## config.mk

```make
export PLATFORM = sky130hd
export DESIGN_NAME = dmem_access_ctrl
export DESIGN_NICKNAME = d
export VERILOG_FILES = /design/src/rtl/dmem_access_ctrl_pkg.sv /design/src/rtl/dmem_access_ctrl_stat_encode.sv /design/src/rtl/dmem_access_ctrl.sv
export SDC_FILE = /design/constraint.sdc
export NUM_CORES = 1
export LEC_CHECK = 0
export ABC_AREA = 1
export CAP_MARGIN = 20
export CORE_AREA = 2 2 185 187
export CTS_CLUSTER_DIAMETER = 60
export DETAILED_ROUTE_END_ITERATION = 10
export DIE_AREA = 0 0 187 189
export GPL_TIMING_DRIVEN = 0
export PLACE_DENSITY = 0.72
export SKIP_CTS_REPAIR_TIMING = 1
export SLEW_MARGIN = 20
export SYNTH_ARGS = -nofsm -noshare
export SYNTH_HDL_FRONTEND = slang
export SYNTH_HIERARCHICAL = 1
export SYNTH_SLANG_ARGS = --single-unit
```

## constraint.sdc

```tcl
create_clock -name CLK -period 11.4 [get_ports CLK]
set_input_delay 2.28 -clock CLK [delete_from_list [all_inputs] [get_ports CLK]]
set_output_delay 2.28 -clock CLK [all_outputs]
set_load 0.02 [all_outputs]
```

## src/rtl/dmem_access_ctrl_pkg.sv

```systemverilog
// Shared Y86 memory-stage definitions: instruction codes, status codes and
// the access-classification helpers used by the data-memory controller.
package dmem_access_ctrl_pkg;

    localparam int DATA_W_DEF = 64;

    localparam logic [3:0] I_HALT  = 4'h0;
    localparam logic [3:0] I_NOP   = 4'h1;
    localparam logic [3:0] I_RRMOV = 4'h2;
    localparam logic [3:0] I_IRMOV = 4'h3;
    localparam logic [3:0] I_RMMOV = 4'h4;
    localparam logic [3:0] I_MRMOV = 4'h5;
    localparam logic [3:0] I_OP    = 4'h6;
    localparam logic [3:0] I_JXX   = 4'h7;
    localparam logic [3:0] I_CALL  = 4'h8;
    localparam logic [3:0] I_RET   = 4'h9;
    localparam logic [3:0] I_PUSH  = 4'hA;
    localparam logic [3:0] I_POP   = 4'hB;

    localparam logic [3:0] STAT_AOK = 4'd1;
    localparam logic [3:0] STAT_HLT = 4'd2;
    localparam logic [3:0] STAT_ADR = 4'd3;
    localparam logic [3:0] STAT_INS = 4'd4;

    typedef enum logic [1:0] {
        ST_IDLE = 2'd0,
        ST_REQ  = 2'd1,
        ST_DONE = 2'd2
    } state_e;

    function automatic logic is_read(input logic [3:0] ic);
        return (ic == I_MRMOV) || (ic == I_POP) || (ic == I_RET);
    endfunction

    function automatic logic is_write(input logic [3:0] ic);
        return (ic == I_RMMOV) || (ic == I_PUSH) || (ic == I_CALL);
    endfunction

    // Stack pops address through valA; everything else uses the ALU result.
    function automatic logic addr_from_vala(input logic [3:0] ic);
        return (ic == I_POP) || (ic == I_RET);
    endfunction

endpackage

```

## src/rtl/dmem_access_ctrl_stat_encode.sv

```systemverilog
// Combinational status priority encoder, shared by several pipeline stages.
module dmem_stat_encode
    import dmem_access_ctrl_pkg::*;
(
    input  logic [3:0] icode,
    input  logic       instr_valid,
    input  logic       imem_error,
    input  logic       dmem_err,
    output logic [3:0] stat
);

    always_comb begin
        stat = STAT_AOK;
        if (imem_error)
            stat = STAT_ADR;
        else if (!instr_valid)
            stat = STAT_INS;
        else if (dmem_err)
            stat = STAT_ADR;
        else if (icode == I_HALT)
            stat = STAT_HLT;
    end

endmodule

```

## src/rtl/dmem_access_ctrl.sv

```systemverilog
// Data-memory initiator for the Y86 memory stage: accepts one instruction,
// runs a req/ack memory transaction with timeout and hands valM/stat onward.
module dmem_access_ctrl
    import dmem_access_ctrl_pkg::*;
#(
    parameter int DATA_W    = DATA_W_DEF,
    parameter int MEM_BYTES = 4096,
    parameter int TIMEOUT   = 16
) (
    input  logic              CLK,
    input  logic              RST,
    input  logic              in_valid,
    output logic              in_ready,
    input  logic [3:0]        icode,
    input  logic [DATA_W-1:0] valE,
    input  logic [DATA_W-1:0] valA,
    input  logic [DATA_W-1:0] valP,
    input  logic              instr_valid,
    input  logic              imem_error,
    output logic              mem_req,
    output logic              mem_we,
    output logic [DATA_W-1:0] mem_addr,
    output logic [DATA_W-1:0] mem_wdata,
    input  logic              mem_ack,
    input  logic [DATA_W-1:0] mem_rdata,
    input  logic              mem_err,
    output logic              out_valid,
    input  logic              out_ready,
    output logic [DATA_W-1:0] valM,
    output logic [3:0]        stat,
    output logic [3:0]        icode_out
);

    localparam int CNT_W = $clog2(TIMEOUT + 1);
    // Highest legal start address, written so addr + word never overflows.
    localparam logic [DATA_W-1:0] MAX_ADDR = DATA_W'(MEM_BYTES - DATA_W / 8);

    state_e            state_q, state_d;
    logic [CNT_W-1:0]  cnt_q, cnt_d;
    logic              we_q, we_d;
    logic [DATA_W-1:0] addr_q, addr_d;
    logic [DATA_W-1:0] wdata_q, wdata_d;
    logic [DATA_W-1:0] valm_q, valm_d;
    logic [3:0]        icode_q, icode_d;
    logic [3:0]        stat_q, stat_d;

    logic              fire, acc_mem, acc_legal, acc_go_req, timeout_hit;
    logic [DATA_W-1:0] acc_addr;
    logic [3:0]        enc_icode, enc_stat;
    logic              enc_iv, enc_ie, enc_dmem;

    always_comb begin
        fire        = in_valid && (state_q == ST_IDLE);
        acc_mem     = is_read(icode) || is_write(icode);
        acc_addr    = addr_from_vala(icode) ? valA : valE;
        acc_legal   = (acc_addr <= MAX_ADDR);
        acc_go_req  = acc_mem && instr_valid && !imem_error && acc_legal;
        timeout_hit = (cnt_q == CNT_W'(TIMEOUT - 1));
    end

    // In REQ only decoded, fetch-clean instructions are present, so the
    // encoder sees the latched icode and the memory outcome.
    always_comb begin
        if (state_q == ST_REQ) begin
            enc_icode = icode_q;
            enc_iv    = 1'b1;
            enc_ie    = 1'b0;
            enc_dmem  = mem_ack ? mem_err : 1'b1;
        end else begin
            enc_icode = icode;
            enc_iv    = instr_valid;
            enc_ie    = imem_error;
            enc_dmem  = acc_mem && !acc_legal;
        end
    end

    dmem_stat_encode u_stat_encode (
        .icode       (enc_icode),
        .instr_valid (enc_iv),
        .imem_error  (enc_ie),
        .dmem_err    (enc_dmem),
        .stat        (enc_stat)
    );

    always_ff @(posedge CLK or posedge RST) begin
        if (RST) begin
            state_q <= ST_IDLE;
            cnt_q   <= '0;
            we_q    <= 1'b0;
            addr_q  <= '0;
            wdata_q <= '0;
            valm_q  <= '0;
            icode_q <= I_HALT;
            stat_q  <= STAT_AOK;
        end else begin
            state_q <= state_d;
            cnt_q   <= cnt_d;
            we_q    <= we_d;
            addr_q  <= addr_d;
            wdata_q <= wdata_d;
            valm_q  <= valm_d;
            icode_q <= icode_d;
            stat_q  <= stat_d;
        end
    end

    always_comb begin
        state_d = state_q;
        cnt_d   = cnt_q;
        unique case (state_q)
            ST_IDLE: begin
                if (fire) begin
                    cnt_d   = '0;
                    state_d = acc_go_req ? ST_REQ : ST_DONE;
                end
            end
            ST_REQ: begin
                cnt_d = cnt_q + 1'b1;
                if (mem_ack || timeout_hit)
                    state_d = ST_DONE;
            end
            ST_DONE: begin
                if (out_ready)
                    state_d = ST_IDLE;
            end
            default: state_d = ST_IDLE;
        endcase
    end

    // An ack arriving on the timeout cycle still takes the ack path.
    always_comb begin
        we_d    = we_q;
        addr_d  = addr_q;
        wdata_d = wdata_q;
        valm_d  = valm_q;
        icode_d = icode_q;
        stat_d  = stat_q;
        if (state_q == ST_IDLE && fire) begin
            icode_d = icode;
            we_d    = acc_go_req && is_write(icode);
            addr_d  = acc_addr;
            wdata_d = (icode == I_CALL) ? valP : valA;
            valm_d  = '0;
            if (!acc_go_req)
                stat_d = enc_stat;
        end else if (state_q == ST_REQ) begin
            if (mem_ack) begin
                valm_d = (is_read(icode_q) && !mem_err) ? mem_rdata : '0;
                stat_d = enc_stat;
            end else if (timeout_hit) begin
                stat_d = enc_stat;
            end
        end
    end

    always_comb begin
        in_ready  = (state_q == ST_IDLE);
        mem_req   = (state_q == ST_REQ);
        out_valid = (state_q == ST_DONE);
        mem_we    = we_q;
        mem_addr  = addr_q;
        mem_wdata = wdata_q;
        valM      = valm_q;
        stat      = stat_q;
        icode_out = icode_q;
    end

endmodule

```

## Word-level counts from Yosys, hierarchy flattened

Index checks and enable logic that the tools add are counted.

| storage, ports and cells | value |
|---|---|
| output and inout bits | 204 |
| word-level logic and storage cells | 83 |
| bits in registers | 208 |
| bits of input ports | 268 |

| cells by class | value |
|---|---|
| equal/unequal tests | 16 |
| mux-type cells | 27 |
| add/subtract/negate cells | 1 |
| magnitude comparators | 1 |
| reductions and logical operators | 30 |

Operators by type and width:

| cell | number |
|---|---|
| 64-bit 2-to-1 mux | 6 |
| 64-bit by 12-bit <= comparator with 1-bit output (second input constant) | 1 |
| 4-bit 2-to-1 mux | 9 |
| 4-bit == test (second input constant) | 6 |
| 4-bit by 3-bit == test with 1-bit output (second input constant) | 3 |
| 2-bit 2-to-1 mux | 5 |
| 5-bit one-hot mux with 2 select lines | 1 |
| 1-bit logical OR | 9 |
| 1-bit logical AND | 8 |
| 2-bit by 1-bit inequality test with 1-bit output (second input constant) | 3 |
| 2-bit one-hot mux with 3 select lines | 1 |
| 3-bit AND reduction | 2 |
| 2-bit nonzero test | 3 |
| 5-bit by 1-bit adder with 5-bit output (second input constant) | 1 |
| 5-bit by 4-bit == test with 1-bit output (second input constant) | 1 |
| 5-bit 2-to-1 mux | 1 |
| 4-bit logical NOT | 1 |
| 1-bit 2-to-1 mux | 4 |
| 2-bit AND reduction | 2 |
| 1-bit logical NOT | 3 |
| 3-bit nonzero test | 1 |
| 2-bit by 1-bit == test with 1-bit output (second input constant) | 1 |
| 2-bit == test (second input constant) | 1 |
| 2-bit logical NOT | 1 |
| 2-bit inequality test (second input constant) | 1 |

## Depth between registers and ports, before layout

Gate-level depths: netlist (run 1).

| logic depth | value |
|---|---|
| word-level depth | 14 |
| mapped depth | 19 |
| depth with buffers taken out | 18 |

## Modules after synthesis

The synthesis (run 1) kept the hierarchy.

By module, submodules not included:

| module | cells each | seq. area each (um2) | instances | area each (um2) |
|---|---|---|---|---|
| dmem_access_ctrl | 1,241 | 5,206.2 | 1 | 9,739.3 |
| dmem_stat_encode | 12 | 0.0 | 1 | 58.8 |

## Worst setup path before layout (run 1)

No wires, ideal clock.

| path | value |
|---|---|
| path type | input to register |
| start | in icode[3] |
| end | reg stat_q[0] (netlist: stat[0]) |
| library setup time | 0.062 ns |
| stages on the path | 17 |
| arrival time | 3.931 ns |
| path buffers | 3 |
| data required time | 11.338 ns |
| setup slack | 7.407 ns |
| cells stage by stage | buf_4 -> nand3_4 -> buf_6 -> buf_2 -> o21ai_0 -> nand3_1 -> nor2_1 -> nand2_1 -> nand3_1 -> nor2_2 -> o31ai_1 -> nor2_1 -> nand3_1 -> nand2_1 -> inv_1 -> nand3_1 -> nand2_1 |

| on the way | value |
|---|---|
| longest elaborated chain between the ends | 14 |
| elaborated cells on any way between the ends | 33 |
| classes of those cells | 1 x order compare; 7 x eq/ne; 12 x mux; 13 x reduce/logical |

RTL lines:

| element | line | RTL |
|---|---|---|
| start, declared | dmem_access_ctrl.sv:14 | `input logic [3:0] icode,` |
| 4-bit == test | dmem_access_ctrl_pkg.sv:32, dmem_access_ctrl_pkg.sv:41 |  |
| 1-bit logical OR | dmem_access_ctrl_pkg.sv:41 | `return (ic == I_POP) \|\| (ic == I_RET);` |
| 64-bit 2-to-1 mux | dmem_access_ctrl.sv:55 | `acc_addr = addr_from_vala(icode) ? valA : valE;` |
| 64-bit by 12-bit <= comparator with 1-bit output | dmem_access_ctrl.sv:56 | `acc_legal = (acc_addr <= MAX_ADDR);` |
| 1-bit logical NOT | dmem_access_ctrl.sv:73 | `enc_dmem = acc_mem && !acc_legal;` |
| 1-bit logical AND (*) | dmem_access_ctrl.sv:73 |  |
| 1-bit 2-to-1 mux (*) | dmem_access_ctrl.sv:64 | `if (state_q == ST_REQ) begin` |
| via enc_dmem | dmem_access_ctrl.sv:50 | `logic enc_iv, enc_ie, enc_dmem;` |
| 4-bit 2-to-1 mux (*) | dmem_access_ctrl_stat_encode.sv:18 | `else if (dmem_err)` |
| 4-bit 2-to-1 mux (*) | dmem_access_ctrl_stat_encode.sv:16 | `else if (!instr_valid)` |
| 4-bit 2-to-1 mux (*) | dmem_access_ctrl_stat_encode.sv:14 | `if (imem_error)` |
| via enc_stat[0] | dmem_access_ctrl.sv:49 | `logic [3:0] enc_icode, enc_stat;` |
| 4-bit 2-to-1 mux | dmem_access_ctrl.sv:150 | `end else if (timeout_hit) begin` |
| 4-bit 2-to-1 mux | dmem_access_ctrl.sv:147 | `if (mem_ack) begin` |
| 4-bit 2-to-1 mux | dmem_access_ctrl.sv:146 | `end else if (state_q == ST_REQ) begin` |
| 4-bit 2-to-1 mux (*) | dmem_access_ctrl.sv:138 | `if (state_q == ST_IDLE && fire) begin` |
| end signal, assigned | dmem_access_ctrl.sv:103 | `stat_q <= stat_d;` |
| end, declared | dmem_access_ctrl.sv:45 | `logic [3:0] stat_q, stat_d;` |

Mark *: on every way through the listed nets, which the timed path passes. The rest lies on a longest branch. The select of a mux whose other input is x is not followed.
A chain may end at the register's enable or synchronous reset.

## Worst setup path in the final report (run 1)

| path | value |
|---|---|
| start | in in_valid |
| end | reg wdata_q[3] (netlist: mem_wdata[3]) |

| on the way | value |
|---|---|
| longest elaborated chain between the ends | 2 |

RTL lines:

| element | line | RTL |
|---|---|---|
| start, declared | dmem_access_ctrl.sv:12 | `input logic in_valid,` |
| 1-bit logical AND | dmem_access_ctrl.sv:53 | `fire = in_valid && (state_q == ST_IDLE);` |
| 1-bit logical AND | dmem_access_ctrl.sv:138 |  |
| end signal, assigned | dmem_access_ctrl.sv:100 | `wdata_q <= wdata_d;` |
| end, declared | dmem_access_ctrl.sv:42 | `logic [DATA_W-1:0] wdata_q, wdata_d;` |

No other way between the ends.

==> results of run 1 <==
==> through the flow <==
stage	instance area, µm²	setup slack (ns)
after floorplan	9800	3.44
after global placement	15100	0.426
after detailed placement	15100	5.66
after CTS	16000	6.21
after global routing	16000	6.14
final	16000	6.22
==> layout make-up <==
cell class | count | area, µm² | share of cell area [%]
antenna | 3 | 7.51 | 0.0470
buffer | 76 | 323 | 2.02
clock buffer | 37 | 751 | 4.70
clock inverter | 7 | 65.1 | 0.408
inverter | 147 | 559 | 3.50
multi-input combinational | 822 | 3720 | 23.3
sequential | 208 | 5210 | 32.6
tap | 448 | 561 | 3.51
timing repair buffer | 473 | 4770 | 29.9
==> registers in the layout, indices dropped and copies added, names as in the netlist <==
name and count:
mem_addr 64, mem_wdata 64, valM 64, cnt_q 5
icode_out 4, stat 4, state_q 2, mem_we 1
==> placed cells by master, fill, tap and decap left out, types with 3 or more instances in the layout <==
cell	Yosys	final
nor2_2	6	6
nand2_1	287	287
clkinv_2	0	4
clkbuf_1	62	66
a31oi_1	17	17
nand3b_1	6	6
dfrtp_1	207	207
inv_2	3	3
clkbuf_16	0	25
buf_2	9	9
o21ai_0	274	274
nor3_1	4	3
clkbuf_8	0	8
o21ai_1	7	7
clkdlybuf4s50_1	0	470
nor2_1	116	116
nand3_1	84	84
buf_4	3	4
inv_1	142	141
diode_2	0	3
a21oi_1	3	3
==> worst register-to-register path: cells and delay by family (launching register included) <==
kind            cells  cell delay, ns
compound gates      1            0.11
simple gates        3            1.15
buf+inv             4            1.83
flops               1            0.40
==> synthesized netlist by cell type, drive strengths merged <==
library cell	n
o211ai	1
nand3	86
nand4	2
a21oi	3
o31ai	1
buf	14
a32o	1
inv	145
clkbuf	62
xor2	1
o22ai	2
clkinv	2
nor3	4
or2	1
a31oi	17
dfrtp	207
nand3b	6
dfstp	1
ha	2
nand2	288
o21ai	283
a22o	1
nor2	122
conb	1
==> cell families after synthesis <==
logic type,synth area share (%)
AOI/OAI and AO/OA,16.2
buffers and inverters,8.93
and+or+nand+nor,21.3
DFF,53.1
other,0.0383
xor gates and xnor gates,0.0894
adders and majority gates,0.255
==> per-layer routing <==
| layer | track usage (%) | vias up | part of all wire [%] |
|---|---|---|---|
| li1 | - | 5030 | - |
| met4 | 7.48 | 2 | 3.0 |
| met2 | 43.5 | 541 | 49 |
| met1 | 28.1 | 5149 | 38 |
| met3 | 7.14 | 93 | 9.6 |
| met5 | 0 | - | 0.027 |
==> how the worst min path moves through the flow <==
stage	end	startpoint	cells past startpoint	slack [ns]
6_report	stat[0]$_DFFE_PP1P_	stat[0]$_DFFE_PP1P_	2	0.46
5_1_grt	stat[0]$_DFFE_PP1P_	stat[0]$_DFFE_PP1P_	2	0.48
4_1_cts	stat[0]$_DFFE_PP1P_	stat[0]$_DFFE_PP1P_	2	0.47
3_5_place_dp	stat[0]$_DFFE_PP1P_	stat[0]$_DFFE_PP1P_	2	0.46
3_3_place_gp	stat[0]$_DFFE_PP1P_	stat[0]$_DFFE_PP1P_	2	0.46
2_1_floorplan	cnt_q[0]$_DFFE_PP0P_	cnt_q[0]$_DFFE_PP0P_	1	0.49
==> report_power, final <==
part | internal, µW | switching [µW]
clock | 475 | 321
sequential | 976 | 141
combinational | 621 | 816
total | 2070 | 1280
==> impl_metrics.env, run 1 <==
export IMPL_place_congestion=0.933
export IMPL_clk_path_buf_depth=3
export IMPL_grt_overflow=0
export IMPL_fin_crit_sh_pct=45.5
export IMPL_syn_cell_area_um2=9800
export IMPL_dp_hpwl_um=34200
export IMPL_fin_nets=2023
export IMPL_whs_ns=0.462
export IMPL_tns_ns=0
export IMPL_skew_ns=0.00916
export IMPL_die_area_um2=35300
export IMPL_drtIter0Drc=642
export IMPL_cp_arrival_ns=5.57
export IMPL_chipHeight_um=189
export IMPL_path_max_fanout=10
export IMPL_ys_seq_elements=208
export IMPL_p_leak_uw=0.00695
export IMPL_crit_cells=8
export IMPL_grt_usage_pct=24.3
export IMPL_start_util_pct=29.4
export IMPL_power_uw=3350
export IMPL_htree_levels=1
export IMPL_slew_headroom_pct=34.5
export IMPL_rr_startpoint="state_q[0]$_DFFE_PP0P_"
export IMPL_hold_violations=0
export IMPL_cts_buffers=25
export IMPL_rows=67
export IMPL_drc_errors=0
export IMPL_cpPeakStageDelay_ns=0.80
export IMPL_crit_path_top_delay_cell="clkinv_1"
export IMPL_critPathKind="input pin to flop"
export IMPL_final_cells=2221
export IMPL_reg2reg_to="mem_wdata[3]$_DFFE_PP0P_"
export IMPL_r2r_cells=8
export IMPL_path_common_cell="clkbuf_1"
export IMPL_grt_pass1_wl_um=65500
export IMPL_period_needed_ns=5.18
export IMPL_vias=10800
export IMPL_hold_class="flop to flop"
export IMPL_cts_tree="yes"
export IMPL_setup_violations=0
export IMPL_ant_nets=0
export IMPL_io_buffer_count=470
export IMPL_insertion_delay_ns=0.53
export IMPL_cts_reportedPaths_clkPinSlew_ns=0.06
export IMPL_fin_util_pct=48.0
export IMPL_end_kind="flop"
export IMPL_synthTopCellsByArea="dfrtp_1 53%, o21ai_0 14%, nand2_1 11%, inv_1 5.4%, nor2_1 4.4%"
export IMPL_die_w_um=187
export IMPL_final_max_slew_viol_count=0
export IMPL_cp_data_required_time_ns=11.79
export IMPL_r2r_slack_ns=7.76
export IMPL_fp_coreArea_um2=33300
export IMPL_clockRootBuffer="clkbuf_16"
export IMPL_postSynthAreaPerCell_um2=7.82
export IMPL_drive_gt1_share_pct=4.24
export IMPL_synthDistinctLibCells=33
export IMPL_crit_buf_inv=5
export IMPL_cp_start_kind="input pin"
export IMPL_drt_pass1_iterations=5
export IMPL_status="complete, no violations"
export IMPL_drv_cap=0
export IMPL_ys_seq_area_share_pct=53.1
export IMPL_synth_largest_area_cell="dfrtp_1"
export IMPL_clock_fmax_mhz=193
export IMPL_antenna_found_initial=4
export IMPL_fillers=3203
export IMPL_rsz0062_at_grt="no"
export IMPL_syn_num_nets=1523
export IMPL_crit_path_end="mem_wdata[3]$_DFFE_PP0P_"
export IMPL_drt_vias_per_instance=4.87
export IMPL_clock_sinks=208
export IMPL_cp_top_family="buffers and inverters"
export IMPL_synth_cells=1253
export IMPL_ys_warnings_count=6
export IMPL_syn_to_final_growth_pct=62.9
export IMPL_ios=472
export IMPL_grt_start_max_net_pins=104
export IMPL_avgRoutedWirePerCell_um=19.9
export IMPL_p_per_area_nw_per_um2=210
export IMPL_routed_wl_um=44100
export IMPL_crit_chain="clkdlybuf4s50_1 -> inv_1 -> nor2_2 -> clkinv_1 -> clkbuf_1 -> clkbuf_1 -> nand2_1 -> o21ai_0"
export IMPL_vdd_drop_max_uv=122
export IMPL_tightest_slew_ns=0.982
export IMPL_synth_top_area_share_pct=52.9
export IMPL_place_inst=2174
export IMPL_startpoint="in_valid"
export IMPL_first_global_vias=10900
(Power assumes the default switching activity.)
==> inputs of run 2 (changes only) <==
--- a/config.mk
+++ b/config.mk
@@ -7,12 +7,12 @@
 export LEC_CHECK = 0
 export ABC_AREA = 1
 export CAP_MARGIN = 20
-export CORE_AREA = 2 2 185 187
+export CORE_AREA = 2 2 181 183
 export CTS_CLUSTER_DIAMETER = 60
 export DETAILED_ROUTE_END_ITERATION = 10
-export DIE_AREA = 0 0 187 189
+export DIE_AREA = 0 0 183 185
 export GPL_TIMING_DRIVEN = 0
-export PLACE_DENSITY = 0.72
+export PLACE_DENSITY = 0.77
 export SKIP_CTS_REPAIR_TIMING = 1
 export SLEW_MARGIN = 20
 export SYNTH_ARGS = -nofsm -noshare
==> constraint.sdc (replaced) <==
create_clock -name CLK -period 4.6 [get_ports CLK]
set_input_delay 0.92 -clock CLK [delete_from_list [all_inputs] [get_ports CLK]]
set_output_delay 0.92 -clock CLK [all_outputs]
set_load 0.02 [all_outputs]
==> run 2 against run 1 <==
Sequential share of layout area is 0.28 points lower. Clock power grew to 2.8 times the previous value. Flip-flop and latch count stayed put. First-iteration DRC count is 24% lower. Critical path depth stayed put. Sequential power is 150% higher. Utilization is 2.3 points higher. Largest cell class unchanged. Highest routed layer unchanged.
==> impl_metrics.env, run 2 (synthesis gave the netlist of run 1 again) <==
export IMPL_status="complete, no violations"
export IMPL_io_buffer_count=470
export IMPL_first_global_vias=10900
export IMPL_grt_usage_pct=25.2
export IMPL_fin_nets=2029
export IMPL_critPathKind="input pin to flop"
export IMPL_place_area_um2=15200
export IMPL_clockRootBuffer="clkbuf_16"
export IMPL_tightest_slew_ns=0.956
export IMPL_layout_commonest_cell="clkdlybuf4s50_1"
export IMPL_antenna_found_initial=2
export IMPL_slew_headroom_pct=36.3
export IMPL_drt_pass1_iterations=5
export IMPL_hold_violations=0
export IMPL_grt_overflow=0
export IMPL_wl_met1_um=16200
export IMPL_hold_class="flop to flop"
export IMPL_hold_end="stat[0]$_DFFE_PP1P_"
export IMPL_p_leak_uw=0.00704
export IMPL_drc_errors=0
export IMPL_clk_path_buf_depth=3
export IMPL_cp_arrival_ns=3.99
export IMPL_rows=66
export IMPL_htree_levels=1
export IMPL_chipHeight_um=185
export IMPL_end_kind="flop"
export IMPL_drtIter0Drc=485
export IMPL_avgRoutedWirePerCell_um=20.0
export IMPL_cts_buffers=27
export IMPL_final_cell_mix="470 x clkdlybuf4s50_1, 287 x nand2_1, 274 x o21ai_0"
export IMPL_insertion_delay_ns=0.54
export IMPL_die_area_um2=33900
export IMPL_routed_wl_um=43900
export IMPL_layout_setup_ws_ns=0.987
export IMPL_die_w_um=183
export IMPL_vias=10700
export IMPL_ios=472
export IMPL_drive_gt1_share_pct=4.61
export IMPL_dp_hpwl_um=34600
export IMPL_drv_cap=0
export IMPL_highest_layer="met5"
export IMPL_worstHoldStart="stat[0]$_DFFE_PP1P_"
export IMPL_final_max_slew_viol_count=0
export IMPL_path_max_fanout=10
export IMPL_rr_startpoint="state_q[0]$_DFFE_PP0P_"
export IMPL_period_needed_ns=3.61
export IMPL_fin_util_pct=50.2
export IMPL_fp_coreArea_um2=32000
export IMPL_cp_data_required_time_ns=4.98
export IMPL_cp_start_kind="input pin"
export IMPL_start_util_pct=30.6
export IMPL_drt_vias_per_instance=4.89
export IMPL_reg2reg_to="mem_addr[62]$_DFFE_PP0P_"
export IMPL_route_met2_wl_um=22200
export IMPL_r2r_cells=8
export IMPL_syn_to_final_growth_pct=64.3
export IMPL_power_uw=8540
export IMPL_cts_tree="yes"
export IMPL_ant_nets=0
export IMPL_grt_start_max_net_pins=33
export IMPL_vdd_drop_max_uv=321
export IMPL_design_area_um2=16100
export IMPL_met3_length_um=4160
export IMPL_p_per_area_nw_per_um2=531
export IMPL_rsz0062_at_grt="no"
export IMPL_clock_fmax_mhz=277
export IMPL_cts_reportedPaths_clkPinSlew_ns=0.05
export IMPL_place_congestion=0.908
export IMPL_setup_violations=0
export IMPL_grt_pass1_wl_um=64400
export IMPL_clock_sinks=208
export IMPL_dp_worst_setup_slack_ns=0.328
export IMPL_skew_ns=0.0207
export IMPL_fin_crit_sh_pct=78.5
export IMPL_r2r_slack_ns=1.15
export IMPL_whs_path_depth=2
[run 2: cell count changes in the layout (fill, tap and decap cells not counted), sizes merged]
cell    before  now
bufinv       1    4
clkinv       6    7
inv        145  147
diode        3    2
buf         17   21
[run 2: area by class of cell]
type / instances / area [µm²]
Fill cell: 2965 / 15900
Sequential cell: 208 / 5210
Timing Repair Buffer: 477 / 4840
Multi-Input combinational cell: 822 / 3720
Clock buffer: 37 / 743
Inverter: 147 / 556
Tap cell: 408 / 510
Buffer: 76 / 323
Clock inverter: 13 / 188
Antenna cell: 2 / 5.00
[run 2: stage by stage]
step	instances	setup TNS [ns]	hold WS (ns)
after floorplan	1253	0	0.489
final	2190	0	0.460
after global routing	2189	0	0.496
after global placement	2131	-152.87	0.453
after detailed placement	2138	0	0.453
after CTS	2188	0	0.463
[run 2: worst max-delay path by stage]
| stage | from | endpoint |
|---|---|---|
| floorplan | RST | cnt_q[0]$_DFFE_PP0P_ |
| global placement | RST | mem_addr[24]$_DFFE_PP0P_ |
| detailed placement | in_valid | mem_addr[62]$_DFFE_PP0P_ |
| CTS | in_valid | mem_addr[62]$_DFFE_PP0P_ |
| global route | icode[2] | stat[0]$_DFFE_PP1P_ |
| finish | in_valid | mem_addr[62]$_DFFE_PP0P_ |
[run 2: routing by layer]
layer / vias up / track usage [%]
met5: - / 0
met4: 2 / 8.35
met3: 74 / 7.35
met2: 487 / 46.5
met1: 5095 / 27.7
li1: 5050 / -
[run 2: power by group]
part           total, µW  switching [µW]  internal, µW
Sequential          2760             344          2420
Clock               2200             840          1360
Combinational       3580            2030          1540
[run 2: critical path, stage by stage]
cell and delay [ns]:
clkdlybuf4s50_1 0.46, inv_1 0.06, nor2_2 0.67, clkinv_1 0.67
clkbuf_1 0.50, clkbuf_1 0.46, nand2_1 0.14, o21ai_0 0.10
==> inputs of run 3 (changes only) <==
==> constraint.sdc (replaced) <==
create_clock -name CLK -period 2.9 [get_ports CLK]
set_input_delay 0.58 -clock CLK [delete_from_list [all_inputs] [get_ports CLK]]
set_output_delay 0.58 -clock CLK [all_outputs]
set_load 0.02 [all_outputs]
==> run 3 against run 2 <==
Clock skew increased by 0.0037 ns. First-iteration DRC count decreased by 0.82%. Global-route usage unchanged. Combinational power increased by 59%. Largest cell class is now non-clock buffers. Largest power group unchanged.
==> impl_metrics.env, run 3 (synthesis gave the netlist of run 1 again) <==
export IMPL_status="complete, no violations"
export IMPL_ant_nets=0
export IMPL_io_buffer_count=470
export IMPL_critPathKind="flop to primary output"
export IMPL_cts_buffers=27
export IMPL_drv_cap=0
export IMPL_power_uw=13600
export IMPL_fin_crit_sh_pct=93.1
export IMPL_rsz0062_at_grt="no"
export IMPL_layout_commonest_cell="clkdlybuf4s50_1"
export IMPL_place_congestion=0.908
export IMPL_rows=66
export IMPL_chipHeight_um=185
export IMPL_place_area_um2=15200
export IMPL_die_area_um2=33900
export IMPL_die_w_um=183
export IMPL_setup_violations=0
export IMPL_routed_wl_um=44000
export IMPL_cp_arrival_ns=2.12
export IMPL_fin_util_pct=50.6
export IMPL_first_global_vias=10900
export IMPL_clock_sinks=208
export IMPL_clockRootBuffer="clkbuf_16"
export IMPL_swShare_pct=37.6
export IMPL_path_max_fanout=8
export IMPL_end_kind="primary output"
export IMPL_slew_headroom_pct=44.6
export IMPL_pwr_share_comb_pct=42.0
export IMPL_skew_ns=0.0244
export IMPL_cts_tree="yes"
export IMPL_fin_nets=2035
export IMPL_cts_reportedPaths_clkPinSlew_ns=0.06
export IMPL_vdd_drop_max_uv=509
export IMPL_avgRoutedWirePerCell_um=20.0
export IMPL_p_per_area_nw_per_um2=839
export IMPL_cp_start_kind="flop"
export IMPL_hold_class="input pin to async pin"
export IMPL_htree_levels=1
export IMPL_antenna_found_initial=3
export IMPL_r2r_slack_ns=0.43
export IMPL_syn_to_final_growth_pct=65.4
export IMPL_r2r_cells=9
export IMPL_grt_pass1_wl_um=64400
export IMPL_p_sw_uw=5120
export IMPL_pwr_share_clk_pct=25.7
export IMPL_rr_startpoint="state_q[0]$_DFFE_PP0P_"
export IMPL_drive_gt1_share_pct=5.49
export IMPL_drc_errors=0
export IMPL_hold_violations=0
export IMPL_clk_path_buf_depth=3
export IMPL_start_util_pct=30.6
export IMPL_vias=10700
export IMPL_grt_usage_pct=25.2
export IMPL_insertion_delay_ns=0.54
export IMPL_cp_data_required_time_ns=2.32
export IMPL_drtIter0Drc=481
export IMPL_p_seq_share_pct=32.3
export IMPL_ios=472
export IMPL_dp_hpwl_um=34600
export IMPL_grt_start_max_net_pins=33
export IMPL_internal_power_uw=8480
export IMPL_fp_coreArea_um2=32000
export IMPL_clock_fmax_mhz=371
export IMPL_design_area_um2=16200
export IMPL_grt_overflow=0
export IMPL_period_needed_ns=2.70
export IMPL_final_max_slew_viol_count=0
export IMPL_final_cell_mix="469 x clkdlybuf4s50_1, 287 x nand2_1, 268 x o21ai_0"
export IMPL_drt_vias_per_instance=4.89
export IMPL_p_leak_uw=0.00711
export IMPL_drt_pass1_iterations=5
export IMPL_reg2reg_to="mem_wdata[27]$_DFFE_PP0P_"
export IMPL_tightest_slew_ns=0.828
[run 3: critical path: stages, from the launching register on]
cell and delay, ns:
dfrtp_1 0.35, inv_1 0.08, nand2_1 0.21, clkinv_1 0.28
clkdlybuf4s50_1 0.65
[run 3: power groups by stage]
stage	Sequential [µW]	Combinational, µW	Clock, µW
2_1_floorplan	5500	1380	0
3_5_place_dp	4400	5690	0
5_1_grt	4490	6120	3680
3_3_place_gp	4380	5600	0
4_1_cts	4380	5720	3550
6_report	4390	5710	3500
[run 3: worst max path at each step]
stage                      startpoint                        to  slack [ns]  cells past startpoint
2_1_floorplan                     RST      cnt_q[0]$_DFFE_PP0P_       -0.38                      1
3_3_place_gp                      RST  mem_addr[24]$_DFFE_PP0P_       -2.13                      2
3_5_place_dp                 in_valid  mem_addr[62]$_DFFE_PP0P_       -1.03                      8
6_report       state_q[1]$_DFFE_PP0P_                   mem_req        0.20                      4
5_1_grt                      icode[0]       stat[0]$_DFFE_PP1P_        0.01                     17
4_1_cts        state_q[0]$_DFFE_PP0P_  mem_addr[62]$_DFFE_PP0P_       -0.65                      8
[run 3: layer usage]
metal / vias up / global-route usage [%] / wire [µm]
li1: 5070 / - / -
met1: 5078 / 27.7 / 16200
met2: 514 / 46.5 / 22100
met3: 83 / 7.35 / 4120
met4: 0 / 8.35 / 1550
met5: - / 0 / 0
[run 3: metrics by stage]
stage	worst slack (ns)	cells	TNS, ns	hold WS (ns)
after floorplan	-0.379	1253	-78.54	0.489
after global placement	-2.13	2131	-575.05	0.453
after detailed placement	-1.03	2138	-149.43	0.453
after CTS	-0.653	2188	-71.54	0.368
after global routing	0.00975	2196	0	0.394
final	0.201	2196	0	0.382
[run 3: final cells by class]
type	instances	area, µm²
Tap cell	408	510
Clock inverter	13	188
Clock buffer	37	743
Buffer	76	345
Timing Repair Buffer	483	4890
Antenna cell	2	5.00
Fill cell	2956	15800
Sequential cell	208	5210
Multi-Input combinational cell	822	3750
Inverter	147	562
